## src/rtl/fetch_prefetch_unit.sv

```systemverilog
// fetch_prefetch_unit: instruction fetch stage with PC, synchronous
// instruction memory (instBank) and a first-word-fall-through prefetch FIFO.
// Downstream handshake is valid/ready; redirect flushes and reloads the PC.
// Optional halt detection is enabled by defining FETCH_HALT_DETECT_EN.
module fetch_prefetch_unit #(
    parameter int unsigned       DATA_W     = 32,
    parameter int unsigned       MEM_DEPTH  = 64,
    parameter int unsigned       FIFO_DEPTH = 4,
    parameter logic [DATA_W-1:0] RESET_PC   = 32'h0000_0000,
    parameter logic [DATA_W-1:0] HALT_WORD  = 32'hFFFF_FFFF
) (
    input  logic                            clk_CPU,
    input  logic                            rst_CPU_n,
    input  logic                            en_fetch,
    input  logic                            redirect,
    input  logic [DATA_W-1:0]               redirect_pc,
    input  logic                            inst_ready,
    output logic                            inst_valid,
    output logic [DATA_W-1:0]               instruccion,
    output logic [DATA_W-1:0]               inst_pc,
    output logic [$clog2(FIFO_DEPTH):0]     fifo_count,
    output logic [DATA_W-1:0]               pc_out,
    output logic                            halted
);

    localparam int unsigned AW = $clog2(MEM_DEPTH);
    localparam int unsigned PW = $clog2(FIFO_DEPTH);
    localparam int unsigned CW = PW + 1;
    localparam logic [CW:0] FIFO_LIMIT = (CW+1)'(FIFO_DEPTH);

    // Instruction memory, preloaded externally (no write port).
    logic [DATA_W-1:0] instBank [MEM_DEPTH];

    logic [DATA_W-1:0] pc_q, pc_d;
    logic              inflight_q, inflight_d;
    logic [DATA_W-1:0] rdata_q, rdata_d;
    logic [DATA_W-1:0] pcq_q, pcq_d;
    logic [PW-1:0]     head_q, head_d;
    logic [PW-1:0]     tail_q, tail_d;
    logic [CW-1:0]     count_q, count_d;
    logic              halted_q, halted_d;
    logic [DATA_W-1:0] fifo_data_q [FIFO_DEPTH];
    logic [DATA_W-1:0] fifo_data_d [FIFO_DEPTH];
    logic [DATA_W-1:0] fifo_pc_q   [FIFO_DEPTH];
    logic [DATA_W-1:0] fifo_pc_d   [FIFO_DEPTH];

    logic        halt_pending;
    logic        issue;
    logic        push;
    logic        pop;
    logic [CW:0] credit_used;
    logic        unused_bits;

`ifdef FETCH_HALT_DETECT_EN
    assign halt_pending = inflight_q & (rdata_q == HALT_WORD);
`else
    assign halt_pending = 1'b0;
`endif

    assign unused_bits = ^{redirect_pc[1:0], HALT_WORD};

    // Credit counts the inflight read, so a push can never hit a full FIFO.
    assign credit_used = (CW+1)'(count_q) + (CW+1)'(inflight_q);
    assign issue = en_fetch & ~redirect & ~halted_q & ~halt_pending
                 & (credit_used < FIFO_LIMIT);
    assign push  = inflight_q & ~redirect;
    assign pop   = (count_q != '0) & inst_ready & ~redirect;

    assign inst_valid  = (count_q != '0);
    assign instruccion = inst_valid ? fifo_data_q[head_q] : '0;
    assign inst_pc     = inst_valid ? fifo_pc_q[head_q]   : '0;
    assign fifo_count  = count_q;
    assign pc_out      = pc_q;
    assign halted      = halted_q;

    // Next-state: redirect overrides issue, push and pop.
    always_comb begin
        pc_d        = pc_q;
        inflight_d  = 1'b0;
        rdata_d     = rdata_q;
        pcq_d       = pcq_q;
        head_d      = head_q;
        tail_d      = tail_q;
        count_d     = count_q;
        halted_d    = halted_q;
        fifo_data_d = fifo_data_q;
        fifo_pc_d   = fifo_pc_q;

        if (redirect) begin
            pc_d     = {redirect_pc[DATA_W-1:2], 2'b00};
            head_d   = '0;
            tail_d   = '0;
            count_d  = '0;
            halted_d = 1'b0;
        end else begin
            if (issue) begin
                rdata_d    = instBank[pc_q[AW+1:2]];
                pcq_d      = pc_q;
                pc_d       = pc_q + DATA_W'(4);
                inflight_d = 1'b1;
            end
            if (push) begin
                fifo_data_d[tail_q] = rdata_q;
                fifo_pc_d[tail_q]   = pcq_q;
                tail_d              = tail_q + PW'(1);
                if (halt_pending) begin
                    halted_d = 1'b1;
                end
            end
            if (pop) begin
                head_d = head_q + PW'(1);
            end
            case ({push, pop})
                2'b10:   count_d = count_q + CW'(1);
                2'b01:   count_d = count_q - CW'(1);
                default: count_d = count_q;
            endcase
        end
    end

    // State registers with asynchronous active-low reset.
    always_ff @(posedge clk_CPU or negedge rst_CPU_n) begin
        if (!rst_CPU_n) begin
            pc_q        <= RESET_PC;
            inflight_q  <= 1'b0;
            rdata_q     <= '0;
            pcq_q       <= '0;
            head_q      <= '0;
            tail_q      <= '0;
            count_q     <= '0;
            halted_q    <= 1'b0;
            fifo_data_q <= '{default: '0};
            fifo_pc_q   <= '{default: '0};
        end else begin
            pc_q        <= pc_d;
            inflight_q  <= inflight_d;
            rdata_q     <= rdata_d;
            pcq_q       <= pcq_d;
            head_q      <= head_d;
            tail_q      <= tail_d;
            count_q     <= count_d;
            halted_q    <= halted_d;
            fifo_data_q <= fifo_data_d;
            fifo_pc_q   <= fifo_pc_d;
        end
    end

endmodule

```

## config.mk

```make
export PLATFORM = sky130hd
export DESIGN_NAME = fetch_prefetch_unit
export DESIGN_NICKNAME = d
export VERILOG_FILES = /design/src/rtl/fetch_prefetch_unit.sv
export SDC_FILE = /design/constraint.sdc
export NUM_CORES = 1
export LEC_CHECK = 0
export BUFFER_PORTS_ARGS = -buffer_cell sky130_fd_sc_hd__clkbuf_2
export CAP_MARGIN = 10
export CORE_ASPECT_RATIO = 1.75
export CORE_MARGIN = 10
export CORE_UTILIZATION = 45
export CTS_BUF_LIST = sky130_fd_sc_hd__clkbuf_8 sky130_fd_sc_hd__clkbuf_16
export CTS_CLUSTER_DIAMETER = 80
export DETAILED_ROUTE_END_ITERATION = 10
export PLACE_DENSITY = 0.66
export SYNTH_ARGS = -nofsm -noshare
export SYNTH_HDL_FRONTEND = slang
export SYNTH_SLANG_ARGS = --single-unit
```

## constraint.sdc

```tcl
create_clock -name clk_CPU -period 2.06 [get_ports clk_CPU]
set_clock_uncertainty 0.15 [all_clocks]
set_input_delay 0.103 -clock clk_CPU [delete_from_list [all_inputs] [get_ports clk_CPU]]
set_output_delay 0.103 -clock clk_CPU [all_outputs]
set_load 0.02 [all_outputs]
```

==> reports/results.tsv <==
metric	value	unit
clk_pin_slew_worst_paths	0.07	ns
synthAdderAreaFrac	0.00602	
top_layer_used	met4	
maxCapViolations	0	
drive_above_1_share	0.397	
rsz0062_at_grt	yes	
die_area	0.0381	mm²
wl_met1	13.2	mm
setup_ws	-0.386	ns
synth-edff-count	0	
setup_tns	-19.91	ns
cts_tree	built	
post_synth_num_cell_types	45	
synth_area_leaders	dfrtp_1, mux4_2, mux2_2, and2_1, nand2_1	
postSynthAreaPerCell	13.3	µm²
synth_top_family_by_area	multiplexers	
port-buffer-count	130	
nets	1296	
core_area	0.0301	mm²
total_power	0.0191	W
synth-xor-area-share	0.0160	
cts-root-buf	clkbuf_16	
yosysSeqAreaShare	0.576	
grt_usage	0.169	
min_path_type	input port to async pin	
drtIter0Drc	340	
n_antenna_cell	0	
synth_most_common_cell	dfrtp_1	
antenna_found_initial	0	
min_period	2.45	ns
yosysTopAreaCell	dfrtp_1	
wl_met2	17.3	mm
routed_wl	32.4	mm
peakVddDrop	705	µV
worst-path-max-fanout	10	
multiInputGateArea	0.00564	mm²
grt_pass1_vias	9542	
die_x	152	µm
insertion_delay	0.55	ns
vias	8627	
synth-async-reset-ratio	1.00	
cts_buffer_depth	3	
synth.ff_latch_count	316	
avgViaCountPerCell	5.20	
gp_congestion	0.793	
ys_warn_count	0	
hold-worst-slack	-0.0518	ns
hold_violations	42	
yosys.area.top_type_share	0.576	
synth_area	0.0137	mm²
slew_headroom	0.370	
nFillCells	2516	
ios	138	
post-route-util	0.572	
grt_max_degree	65	
finalMaxSlewViolations	0	
wl_met3	1.10	mm
critPathKind	flop to output pin	
startpoint_type	flop	
cts_buffers	28	
syn2layout_area_growth	25.4	%
rows	84	
grt_pass1_wl	53.2	mm
synth.area.mux_share	0.204	
die_h	251	µm
initial_core_util	0.456	
grt_overflow	0	
end_kind	output pin	
setup_viol	62	
seqCellArea	0.00792	mm²
dp_hpwl	21.3	mm
ys_top_cells_by_count	dfrtp_1, and2_1, mux2_2, nand2_1, mux4_2	
timing.fmax	409	MHz
clock_sinks	316	
worstMarginPinSlew	0.945	ns
drtAntennaViolNets	0	
synthSimpleGateAreaFrac	0.159	
cp_data_required_time	1.81	ns
drcViolationCount	0	
power.density	1110	mW/mm²
htreeDepth	1	
arrival	2.19	ns
leakage	8.37	nW
preCtsSetupSlack	0.0209	ns
drtPass1Iterations	4	
syn_inst	1033	
wl_per_cell	19.5	µm
synth_compound_area_frac	0.0149	
status	finished, violations left	
violations	negative hold slack, negative setup slack	
hold_buffers	36	
period_share	1.19	
synth-main-ff-cell	dfrtp_1	
## per-layer routing
| layer | track usage | vias up |
|---|---|---|
| met5 | 0 | - |
| met4 | 0.0549 | 0 |
| li1 | - | 3982 |
| met3 | 0.0238 | 46 |
| met1 | 0.200 | 4437 |
| met2 | 0.310 | 162 |
## placed cells by master (no fill, tap or decap), types with 5 or more instances in the layout
master,instances
dfrtp_1,310
o21ai_1,5
o21ai_0,19
xor2_1,10
nand2_1,115
and2_4,25
xnor2_1,15
nand3_1,10
nor3_1,7
buf_12,19
dlygate4sd3_1,35
inv_1,12
clkbuf_8,9
o211ai_1,6
mux2_2,121
buf_6,23
clkbuf_16,30
nand4_1,11
conb_1,5
clkbuf_2,89
mux4_2,62
nor2_1,10
buf_4,66
nand3b_1,6
buf_2,14
and2_1,167
## flip-flops by register name, summed over array words and instances (netlist names)
name / count
fifo_count: 3
inflight_q: 1
fifo_pc_q: 120
head_q: 2
tail_q: 2
fifo_data_q: 128
pc_out: 30
pcq_q: 30
## path summary, 6_finish.rpt
kind | startpoint | to | slack (ns) | cells after the start
worst min-delay path | rst_CPU_n | fifo_pc_q[95] | -0.05 | 2
worst max register to register | fifo_count[1] | fifo_count[2] | 0.07 | 7
min in group clk_CPU | en_fetch | pcq_q[10] | 0.02 | 5
worst max-delay path | head_q[0] | instruccion[9] | -0.39 | 5
worst min register to register | fifo_data_q[11] | fifo_data_q[11] | 0.33 | 1
max in group asynchronous | rst_CPU_n | head_q[1] | 0.41 | 3
## what timing repair did
action | CTS | global route
gates resized for setup | 21 | 117
pin swaps | 0 | 2
endpoints found under the hold margin | 353 | 42
setup endpoints to repair | 63 | 101
gates cloned | 2 | 1
buffers inserted | 6 | 0
## where the power goes
part	leakage, nW	switching, W	total (W)	internal [W]
sequential	4.24	0.000689	0.00787	0.00718
combinational	3.63	0.00281	0.00576	0.00295
clock	0.501	0.00228	0.00548	0.00320
total	8.37	0.00577	0.0191	0.0133
## critical path, cell delays in order, from the launching register on
cell	delay [ns]
dfrtp_4	0.42
buf_12	0.17
buf_16	0.16
mux4_2	0.54
and2_1	0.18
buf_2	0.16
## cell type report
class	count	share of cell area
Clock buffer	37	0.0486
Timing Repair Buffer	255	0.126
Inverter	7	0.00153
Multi-Input combinational cell	645	0.328
Sequential cell	316	0.460
Tap cell	387	0.0281
Clock inverter	13	0.00785
## through the flow
stage,instance area (µm²),cells
finish,17200,1660
global route,17200,1660
CTS,17000,1660
detailed placement,15400,1566
global placement,15400,1566
floorplan,13800,1037
## cells by family after synthesis
kind of cell	Yosys count
compound gates	35
xor+xnor	25
fa+ha+maj	6
buf+inv	76
flops	316
mux	187
other cells	1
simple gates	387
Power figures use the tool's default switching activity.
